`config.mk`:
```
export PLATFORM = sky130hd
export DESIGN_NAME = tag_uart_fifo
export DESIGN_NICKNAME = d
export VERILOG_FILES = /design/src/rtl/tag_uart_fifo.sv
export SDC_FILE = /design/constraint.sdc
export NUM_CORES = 1
export LEC_CHECK = 0
export ABC_AREA = 1
export BUFFER_PORTS_ARGS = -buffer_cell sky130_fd_sc_hd__buf_2
export CORE_MARGIN = 4
export CORE_UTILIZATION = 55
export DETAILED_ROUTE_END_ITERATION = 6
export HOLD_SLACK_MARGIN = 0.1
export PLACE_DENSITY = 0.83
export SETUP_SLACK_MARGIN = 0.02
export SLEW_MARGIN = 0
export SYNTH_ARGS = -nofsm -noshare
export SYNTH_HDL_FRONTEND = slang
export SYNTH_SLANG_ARGS = --single-unit
```
`constraint.sdc`:
```
create_clock -name clk_clk -period 4.9 [get_ports clk_clk]
set_clock_uncertainty 0.05 [all_clocks]
set_input_delay 0 -clock clk_clk [delete_from_list [all_inputs] [get_ports clk_clk]]
set_output_delay 0 -clock clk_clk [all_outputs]
set_load 0.02 [all_outputs]
```
`src/rtl/tag_uart_fifo.sv`:
```
`default_nettype none
// ============================================================================
// Module      : tag_uart_fifo
// Description : FIFO-buffered UART with Avalon-MM register slave, programmable
//               divisor, sticky error flags and maskable level interrupt.
// Revision    : 1.0 - initial release
// ============================================================================

module tag_uart_fifo_buf #(
    parameter int WIDTH = 8,
    parameter int DEPTH = 16
) (
    input  logic                     clk,
    input  logic                     rst,
    input  logic                     i_push,
    input  logic                     i_pop,
    input  logic [WIDTH-1:0]         i_din,
    output logic [WIDTH-1:0]         o_dout,
    output logic [$clog2(DEPTH):0]   o_level,
    output logic                     o_empty,
    output logic                     o_full
);
    localparam int c_aw = $clog2(DEPTH);

    logic [WIDTH-1:0] r_mem [DEPTH];
    logic [c_aw-1:0]  r_wr_ptr;
    logic [c_aw-1:0]  r_rd_ptr;
    logic [c_aw:0]    r_level;
    logic             w_push;
    logic             w_pop;

    assign o_empty = (r_level == '0);
    assign o_full  = (r_level == (c_aw+1)'(DEPTH));
    assign w_pop   = i_pop & ~o_empty;
    // A full FIFO still accepts a push when an entry leaves in the same cycle.
    assign w_push  = i_push & (~o_full | w_pop);
    assign o_dout  = r_mem[r_rd_ptr];
    assign o_level = r_level;

    always_ff @(posedge clk) begin
        if (w_push) r_mem[r_wr_ptr] <= i_din;
    end

    always_ff @(posedge clk or posedge rst) begin
        if (rst) begin
            r_wr_ptr <= '0;
            r_rd_ptr <= '0;
            r_level  <= '0;
        end else begin
            if (w_push) r_wr_ptr <= r_wr_ptr + c_aw'(1);
            if (w_pop)  r_rd_ptr <= r_rd_ptr + c_aw'(1);
            case ({w_push, w_pop})
                2'b10:   r_level <= r_level + (c_aw+1)'(1);
                2'b01:   r_level <= r_level - (c_aw+1)'(1);
                default: r_level <= r_level;
            endcase
        end
    end
endmodule

module tag_uart_fifo #(
    parameter int CLK_HZ       = 50000000,
    parameter int DEFAULT_BAUD = 115200,
    parameter int DATA_BITS    = 8,
    parameter int FIFO_DEPTH   = 16
) (
    input  logic        clk_clk,
    input  logic        reset_reset,
    input  logic [1:0]  avs_address,
    input  logic        avs_read,
    input  logic        avs_write,
    input  logic [31:0] avs_writedata,
    output logic [31:0] avs_readdata,
    output logic        irq,
    input  logic        uart_RXD,
    output logic        uart_TXD
);
    localparam logic [15:0]       c_reset_div = 16'(CLK_HZ / DEFAULT_BAUD);
    localparam int                c_lw        = $clog2(FIFO_DEPTH) + 1;
    localparam int                c_bw        = $clog2(DATA_BITS);
    localparam logic [c_bw-1:0]   c_last_bit  = c_bw'(DATA_BITS - 1);
    localparam logic [1:0]        c_idle      = 2'd0;
    localparam logic [1:0]        c_start     = 2'd1;
    localparam logic [1:0]        c_data      = 2'd2;
    localparam logic [1:0]        c_stop      = 2'd3;

    logic w_data_wr, w_data_rd, w_div_wr, w_ctrl_wr;
    assign w_data_wr = avs_write && (avs_address == 2'd0);
    assign w_data_rd = avs_read  && (avs_address == 2'd0);
    assign w_div_wr  = avs_write && (avs_address == 2'd2);
    assign w_ctrl_wr = avs_write && (avs_address == 2'd3);

    logic w_unused;
    assign w_unused = ^avs_writedata[31:16];

    logic [15:0]          r_divisor;
    logic [1:0]           r_ctrl;
    logic                 r_overrun, r_framing, r_irq, r_txd;
    logic [31:0]          r_readdata, w_rd_data;

    logic [DATA_BITS-1:0] w_tx_head, w_rx_head;
    logic [c_lw-1:0]      w_tx_level, w_rx_level;
    logic                 w_tx_empty, w_tx_full, w_rx_empty, w_rx_full;
    logic                 w_tx_pop, w_rx_push;

    // TX shifter state and next-state
    logic [1:0]           r_tx_state, w_tx_state_nx;
    logic [15:0]          r_tx_cnt, w_tx_cnt_nx, r_tx_div, w_tx_div_nx;
    logic [c_bw-1:0]      r_tx_bit, w_tx_bit_nx;
    logic [DATA_BITS-1:0] r_tx_shift, w_tx_shift_nx;
    logic                 w_txd_nx, w_tx_bit_end, w_tx_idle;

    // RX sampler state and next-state
    logic [1:0]           r_rx_sync;
    logic                 r_rx_prev;
    logic [1:0]           r_rx_state, w_rx_state_nx;
    logic [15:0]          r_rx_cnt, w_rx_cnt_nx, r_rx_div, w_rx_div_nx;
    logic [c_bw-1:0]      r_rx_bit, w_rx_bit_nx;
    logic [DATA_BITS-1:0] r_rx_shift, w_rx_shift_nx;
    logic                 w_rx_mid, w_rx_bit_end, w_overrun_set, w_framing_set;

    tag_uart_fifo_buf #(.WIDTH(DATA_BITS), .DEPTH(FIFO_DEPTH)) u_tx_fifo (
        .clk(clk_clk), .rst(reset_reset), .i_push(w_data_wr), .i_pop(w_tx_pop),
        .i_din(avs_writedata[DATA_BITS-1:0]), .o_dout(w_tx_head),
        .o_level(w_tx_level), .o_empty(w_tx_empty), .o_full(w_tx_full)
    );

    tag_uart_fifo_buf #(.WIDTH(DATA_BITS), .DEPTH(FIFO_DEPTH)) u_rx_fifo (
        .clk(clk_clk), .rst(reset_reset), .i_push(w_rx_push), .i_pop(w_data_rd),
        .i_din(r_rx_shift), .o_dout(w_rx_head),
        .o_level(w_rx_level), .o_empty(w_rx_empty), .o_full(w_rx_full)
    );

    assign w_tx_bit_end = (r_tx_cnt == r_tx_div - 16'd1);
    assign w_tx_idle    = (r_tx_state == c_idle) && w_tx_empty;

    always_comb begin
        w_tx_state_nx = r_tx_state;
        w_tx_cnt_nx   = r_tx_cnt + 16'd1;
        w_tx_div_nx   = r_tx_div;
        w_tx_bit_nx   = r_tx_bit;
        w_tx_shift_nx = r_tx_shift;
        w_tx_pop      = 1'b0;
        case (r_tx_state)
            c_idle: begin
                w_tx_cnt_nx = '0;
                if (!w_tx_empty) begin
                    w_tx_pop      = 1'b1;
                    w_tx_shift_nx = w_tx_head;
                    w_tx_div_nx   = r_divisor;
                    w_tx_state_nx = c_start;
                end
            end
            c_start: if (w_tx_bit_end) begin
                w_tx_cnt_nx   = '0;
                w_tx_bit_nx   = '0;
                w_tx_state_nx = c_data;
            end
            c_data: if (w_tx_bit_end) begin
                w_tx_cnt_nx = '0;
                if (r_tx_bit == c_last_bit) begin
                    w_tx_state_nx = c_stop;
                end else begin
                    w_tx_bit_nx   = r_tx_bit + c_bw'(1);
                    w_tx_shift_nx = {1'b0, r_tx_shift[DATA_BITS-1:1]};
                end
            end
            default: if (w_tx_bit_end) begin
                // Chain straight into the next start bit to avoid an idle gap.
                w_tx_cnt_nx = '0;
                if (!w_tx_empty) begin
                    w_tx_pop      = 1'b1;
                    w_tx_shift_nx = w_tx_head;
                    w_tx_div_nx   = r_divisor;
                    w_tx_state_nx = c_start;
                end else begin
                    w_tx_state_nx = c_idle;
                end
            end
        endcase
        w_txd_nx = (w_tx_state_nx == c_start) ? 1'b0 :
                   (w_tx_state_nx == c_data)  ? w_tx_shift_nx[0] : 1'b1;
    end

    assign w_rx_mid     = (r_rx_cnt == {1'b0, r_rx_div[15:1]} - 16'd1);
    assign w_rx_bit_end = (r_rx_cnt == r_rx_div - 16'd1);

    always_comb begin
        w_rx_state_nx = r_rx_state;
        w_rx_cnt_nx   = r_rx_cnt + 16'd1;
        w_rx_div_nx   = r_rx_div;
        w_rx_bit_nx   = r_rx_bit;
        w_rx_shift_nx = r_rx_shift;
        w_rx_push     = 1'b0;
        case (r_rx_state)
            c_idle: begin
                w_rx_cnt_nx = '0;
                if (r_rx_prev && !r_rx_sync[1]) begin
                    w_rx_div_nx   = r_divisor;
                    w_rx_state_nx = c_start;
                end
            end
            c_start: if (w_rx_mid) begin
                w_rx_cnt_nx   = '0;
                w_rx_bit_nx   = '0;
                w_rx_state_nx = r_rx_sync[1] ? c_idle : c_data;
            end
            c_data: if (w_rx_bit_end) begin
                w_rx_cnt_nx   = '0;
                w_rx_shift_nx = {r_rx_sync[1], r_rx_shift[DATA_BITS-1:1]};
                if (r_rx_bit == c_last_bit) w_rx_state_nx = c_stop;
                else                        w_rx_bit_nx   = r_rx_bit + c_bw'(1);
            end
            default: if (w_rx_bit_end) begin
                w_rx_cnt_nx   = '0;
                w_rx_push     = 1'b1;
                w_rx_state_nx = c_idle;
            end
        endcase
    end

    assign w_framing_set = w_rx_push & ~r_rx_sync[1];
    assign w_overrun_set = w_rx_push & w_rx_full & ~w_data_rd;

    always_comb begin
        w_rd_data = '0;
        case (avs_address)
            2'd0: if (!w_rx_empty) w_rd_data = {1'b1, {(31-DATA_BITS){1'b0}}, w_rx_head};
            2'd1: w_rd_data = {8'(w_tx_level), 8'(w_rx_level), 11'b0, r_framing, r_overrun,
                               w_tx_idle, ~w_tx_full, ~w_rx_empty};
            2'd2: w_rd_data = {16'b0, r_divisor};
            default: w_rd_data = {30'b0, r_ctrl};
        endcase
    end

    always_ff @(posedge clk_clk or posedge reset_reset) begin
        if (reset_reset) begin
            r_divisor  <= c_reset_div;
            r_ctrl     <= '0;
            r_overrun  <= 1'b0;
            r_framing  <= 1'b0;
            r_irq      <= 1'b0;
            r_readdata <= '0;
            r_txd      <= 1'b1;
            r_tx_state <= c_idle;
            r_tx_cnt   <= '0;
            r_tx_div   <= c_reset_div;
            r_tx_bit   <= '0;
            r_tx_shift <= '0;
            r_rx_sync  <= 2'b11;
            r_rx_prev  <= 1'b1;
            r_rx_state <= c_idle;
            r_rx_cnt   <= '0;
            r_rx_div   <= c_reset_div;
            r_rx_bit   <= '0;
            r_rx_shift <= '0;
        end else begin
            if (w_div_wr)
                r_divisor <= (avs_writedata[15:0] < 16'd4) ? 16'd4 : avs_writedata[15:0];
            if (w_ctrl_wr) r_ctrl <= avs_writedata[1:0];
            // A new error in the same cycle as its clear wins.
            if (w_ctrl_wr && avs_writedata[8]) r_overrun <= 1'b0;
            if (w_overrun_set)                  r_overrun <= 1'b1;
            if (w_ctrl_wr && avs_writedata[9]) r_framing <= 1'b0;
            if (w_framing_set)                  r_framing <= 1'b1;
            if (avs_read) r_readdata <= w_rd_data;
            r_irq      <= (r_ctrl[0] & ~w_rx_empty) | (r_ctrl[1] & w_tx_empty);
            r_txd      <= w_txd_nx;
            r_tx_state <= w_tx_state_nx;
            r_tx_cnt   <= w_tx_cnt_nx;
            r_tx_div   <= w_tx_div_nx;
            r_tx_bit   <= w_tx_bit_nx;
            r_tx_shift <= w_tx_shift_nx;
            r_rx_sync  <= {r_rx_sync[0], uart_RXD};
            r_rx_prev  <= r_rx_sync[1];
            r_rx_state <= w_rx_state_nx;
            r_rx_cnt   <= w_rx_cnt_nx;
            r_rx_div   <= w_rx_div_nx;
            r_rx_bit   <= w_rx_bit_nx;
            r_rx_shift <= w_rx_shift_nx;
        end
    end

    assign avs_readdata = r_readdata;
    assign irq          = r_irq;
    assign uart_TXD     = r_txd;
endmodule

`default_nettype wire

```
==> impl_metrics.json <==
{
  "drt_wl_total_mm": 48.23,
  "grt_pass1_vias": 15200,
  "finalSetupTns_ps": 0,
  "r2r_start": "u_rx_fifo.r_rd_ptr[1]",
  "drive_gt1_share_pct": 9.404,
  "rsz0062_at_grt": "no",
  "cts_sinks": 424,
  "period_share_pct": 79.02,
  "die-area_um2": 39440,
  "max_slew_margin_pct": 27.79,
  "finalHoldViolCount": 0,
  "vias": 15180,
  "clk_path_buf_depth": 3,
  "seq_area_frac_synth_pct": 59.64,
  "ys.flop_type": "edfxtp_1",
  "numCtsBuffers": 41,
  "synth_area_leaders": "edfxtp_1 38%, dfrtp_1 19%, nand2_1 6.8%",
  "crit_path_end_kind": "flip-flop",
  "routedWlPerCell_um": 18.48,
  "ff2ff_path_depth": 10,
  "io_pins": 73,
  "finalCriticalPeriod_ps": 3872,
  "coreArea_um2": 35740,
  "grt_max_degree": 83,
  "outcome": "complete, no violations",
  "hold_ws_ps": 156.6,
  "finalSetupViolations": 0,
  "synth_most_common_cell": "nand2_1",
  "reg2reg_slack_ps": 1030,
  "powerDensity_nw_per_um2": 447.9,
  "firstDrtPassIters": 6,
  "synth_top_area_share_pct": 38.48,
  "die_y_um": 198.6,
  "max_stage_delay_ps": 830,
  "slowest_stage": "inv_1",
  "ir_worst_vdd_v": 0.0003276,
  "grt_antenna_before_repair": 1,
  "synthCells": 2038,
  "worst_pin_slew_ps": 1080,
  "initial_core_util_pct": 55.90,
  "ant_nets": 0,
  "ys_seq_elements": 424,
  "grt_pass1_wl_mm": 77.02,
  "fp-row-count": 69,
  "criticalPathCategory": "flip-flop to flip-flop",
  "syn_area_per_cell_um2": 9.803,
  "viasPerCell": 5.816,
  "syn_area_um2": 19980,
  "synth_common_cells": "363 x nand2_1, 290 x nor2_1, 256 x edfxtp_1, 247 x o21ai_0, 177 x inv_1",
  "clk_latency_ps": 550,
  "report.final.slew_viol_count": 0,
  "crit_required_ps": 5330,
  "finalWeightedCongestion": 0.9102,
  "drtIter0Drc": 1564,
  "path_cells": "buf_4 > inv_1 > o21ai_0 > o221ai_1 > nand3_1 > a21oi_1 > o31ai_1 > dlygate4sd3_1 > o21ai_0 > dlygate4sd3_1",
  "cts_tree": "yes",
  "yosys_warnings": 0,
  "synth_edf_count": 256,
  "clock_tree.htree_level_count": 2,
  "critPathLaunchType": "flip-flop",
  "max_freq_mhz": 258.3,
  "arrival_ps": 4300,
  "timing.rr.end": "avs_readdata[0]",
  "die_w_um": 198.6,
  "remaining_drc_errors": 0,
  "synth_largest_area_cell": "edfxtp_1",
  "hold_class": "input pin to asynchronous set/reset pin",
  "crit_fanout": 35,
  "p_leak_nw": 9.152,
  "grt_use_total_pct": 24.31,
  "path_clk_slew_ps": 60,
  "yosysUniqueCellTypes": 58,
  "ctsRootBufferMaster": "clkbuf_16",
  "cap_violations": 0,
  "io_buffers": 51,
  "hpwl_mm": 30.95,
  "post-route-util_pct": 62.71,
  "ys_async_sr_fraction_pct": 39.62,
  "fin_nets": 2185,
  "area_growth_pct": 12.19,
  "grt_overflow": 0
}
-- logic make-up (layout without fill, tap and decap cells) --
group                      count (synthesis)  count (layout)  share of synthesized area (%)
muxes                                     12              12                         0.6764
AOI/OAI and AO/OA                        375             375                          10.61
and+or+nand+nor                          854             854                          18.38
DFF                                      424             424                          59.64
xor gates and xnor gates                  76              76                          3.469
other                                      1               6                        0.01877
adders and majority gates                 31              31                          2.017
buffers and inverters                    265             371                          5.192
-- per-layer routing --
metal  share of wire, %  global-route usage, %  vias up
met1                 40                  31.68     7275
met2                 49                  41.26      716
li1                   -                      -     7060
met3                7.9                  4.014      129
met5                  0                      0        -
met4                3.4                  9.245        0
-- sequential cells by signal, summed over array words and instances, names as in the netlist, 3 cells and up --
name                count
r_tx_bit                3
r_divisor              16
u_rx_fifo.r_rd_ptr      4
u_rx_fifo.r_mem       128
r_rx_shift              8
u_rx_fifo.r_wr_ptr      4
r_tx_cnt               16
r_rx_cnt               16
r_tx_div               16
u_tx_fifo.o_level       5
u_tx_fifo.r_mem       128
u_rx_fifo.o_level       5
avs_readdata           27
r_rx_bit                3
r_rx_div               16
u_tx_fifo.r_rd_ptr      4
u_tx_fifo.r_wr_ptr      4
r_tx_shift              8
-- timing repair --
item	4_1_cts	5_1_grt
hold buffers	48	0
buffers inserted	0	0
hold endpoints to repair	260	0
gates resized for setup	0	0
-- worst max path at each step --
stage	startpoint	to	slack, ps	cells after the start
after floorplan	reset_reset	avs_readdata[0]	330	1
after global placement	r_rx_div[0]	u_rx_fifo.o_level[4]	1240	19
after detailed placement	r_tx_div[1]	u_tx_fifo.r_mem[8][2]	1150	17
after CTS	u_rx_fifo.r_rd_ptr[1]	avs_readdata[0]	1090	10
after global routing	u_rx_fifo.r_rd_ptr[1]	avs_readdata[0]	760	10
final	u_rx_fifo.r_rd_ptr[1]	avs_readdata[0]	1030	10
-- cells in the final DEF (no fill, tap or decap), types with 3 or more instances in the layout --
cell / count
nor2_4: 3
or2_2: 6
xnor2_1: 27
nand3_1: 107
nand2_1: 363
buf_2: 51
clkbuf_8: 11
o22ai_1: 28
nand2_2: 7
o211ai_1: 21
nor4_1: 5
xor2_1: 47
nand4_1: 20
nand3_2: 3
nor3b_1: 7
mux2_2: 11
edfxtp_1: 256
nand3b_1: 7
a21oi_1: 29
buf_4: 11
conb_1: 5
dfrtp_1: 148
dfstp_2: 19
a31oi_1: 5
dlygate4sd3_1: 48
o21ai_1: 5
clkinv_2: 7
clkbuf_1: 12
nor2_1: 290
ha_1: 29
inv_2: 5
nor3_1: 12
nor2_2: 11
and3_1: 3
inv_1: 176
o21ai_0: 247
o221ai_1: 29
clkbuf_16: 43
-- worst max-delay path, delay by kind of cell, from the launching register on --
kind                   cells  cell delay [ps]
AO/OA/AOI/OAI              5              970
buffers and inverters      4             2270
flip-flops                 1              360
AND/OR/NAND/NOR            1              150
-- area by class of cell --
class,instances,area [um^2]
fillers,2688,13330
flip-flops and latches,424,11920
multi-input cells,1353,7042
clock buffers,66,1272
repair buffers,110,818.3
inverters,185,704.4
well taps,461,576.8
clock inverters,10,82.58
diodes,1,2.502
-- metrics by stage --
stage / instances / setup WS [ps] / power (mW) / area (um^2)
detailed placement: 2485 / 1154 / 6.826 / 20580
floorplan: 2042 / 334.7 / 6.134 / 19990
CTS: 2609 / 1091 / 10.02 / 22410
global route: 2610 / 758.2 / 10.55 / 22420
finish: 2610 / 1028 / 10.04 / 22420
global placement: 2485 / 1241 / 6.718 / 20580
-- power breakdown --
group	internal (mW)	switching [mW]
Sequential	4.07	0.338
Combinational	0.836	1.64
Clock	1.84	1.32
(Power assumes the default switching activity.)
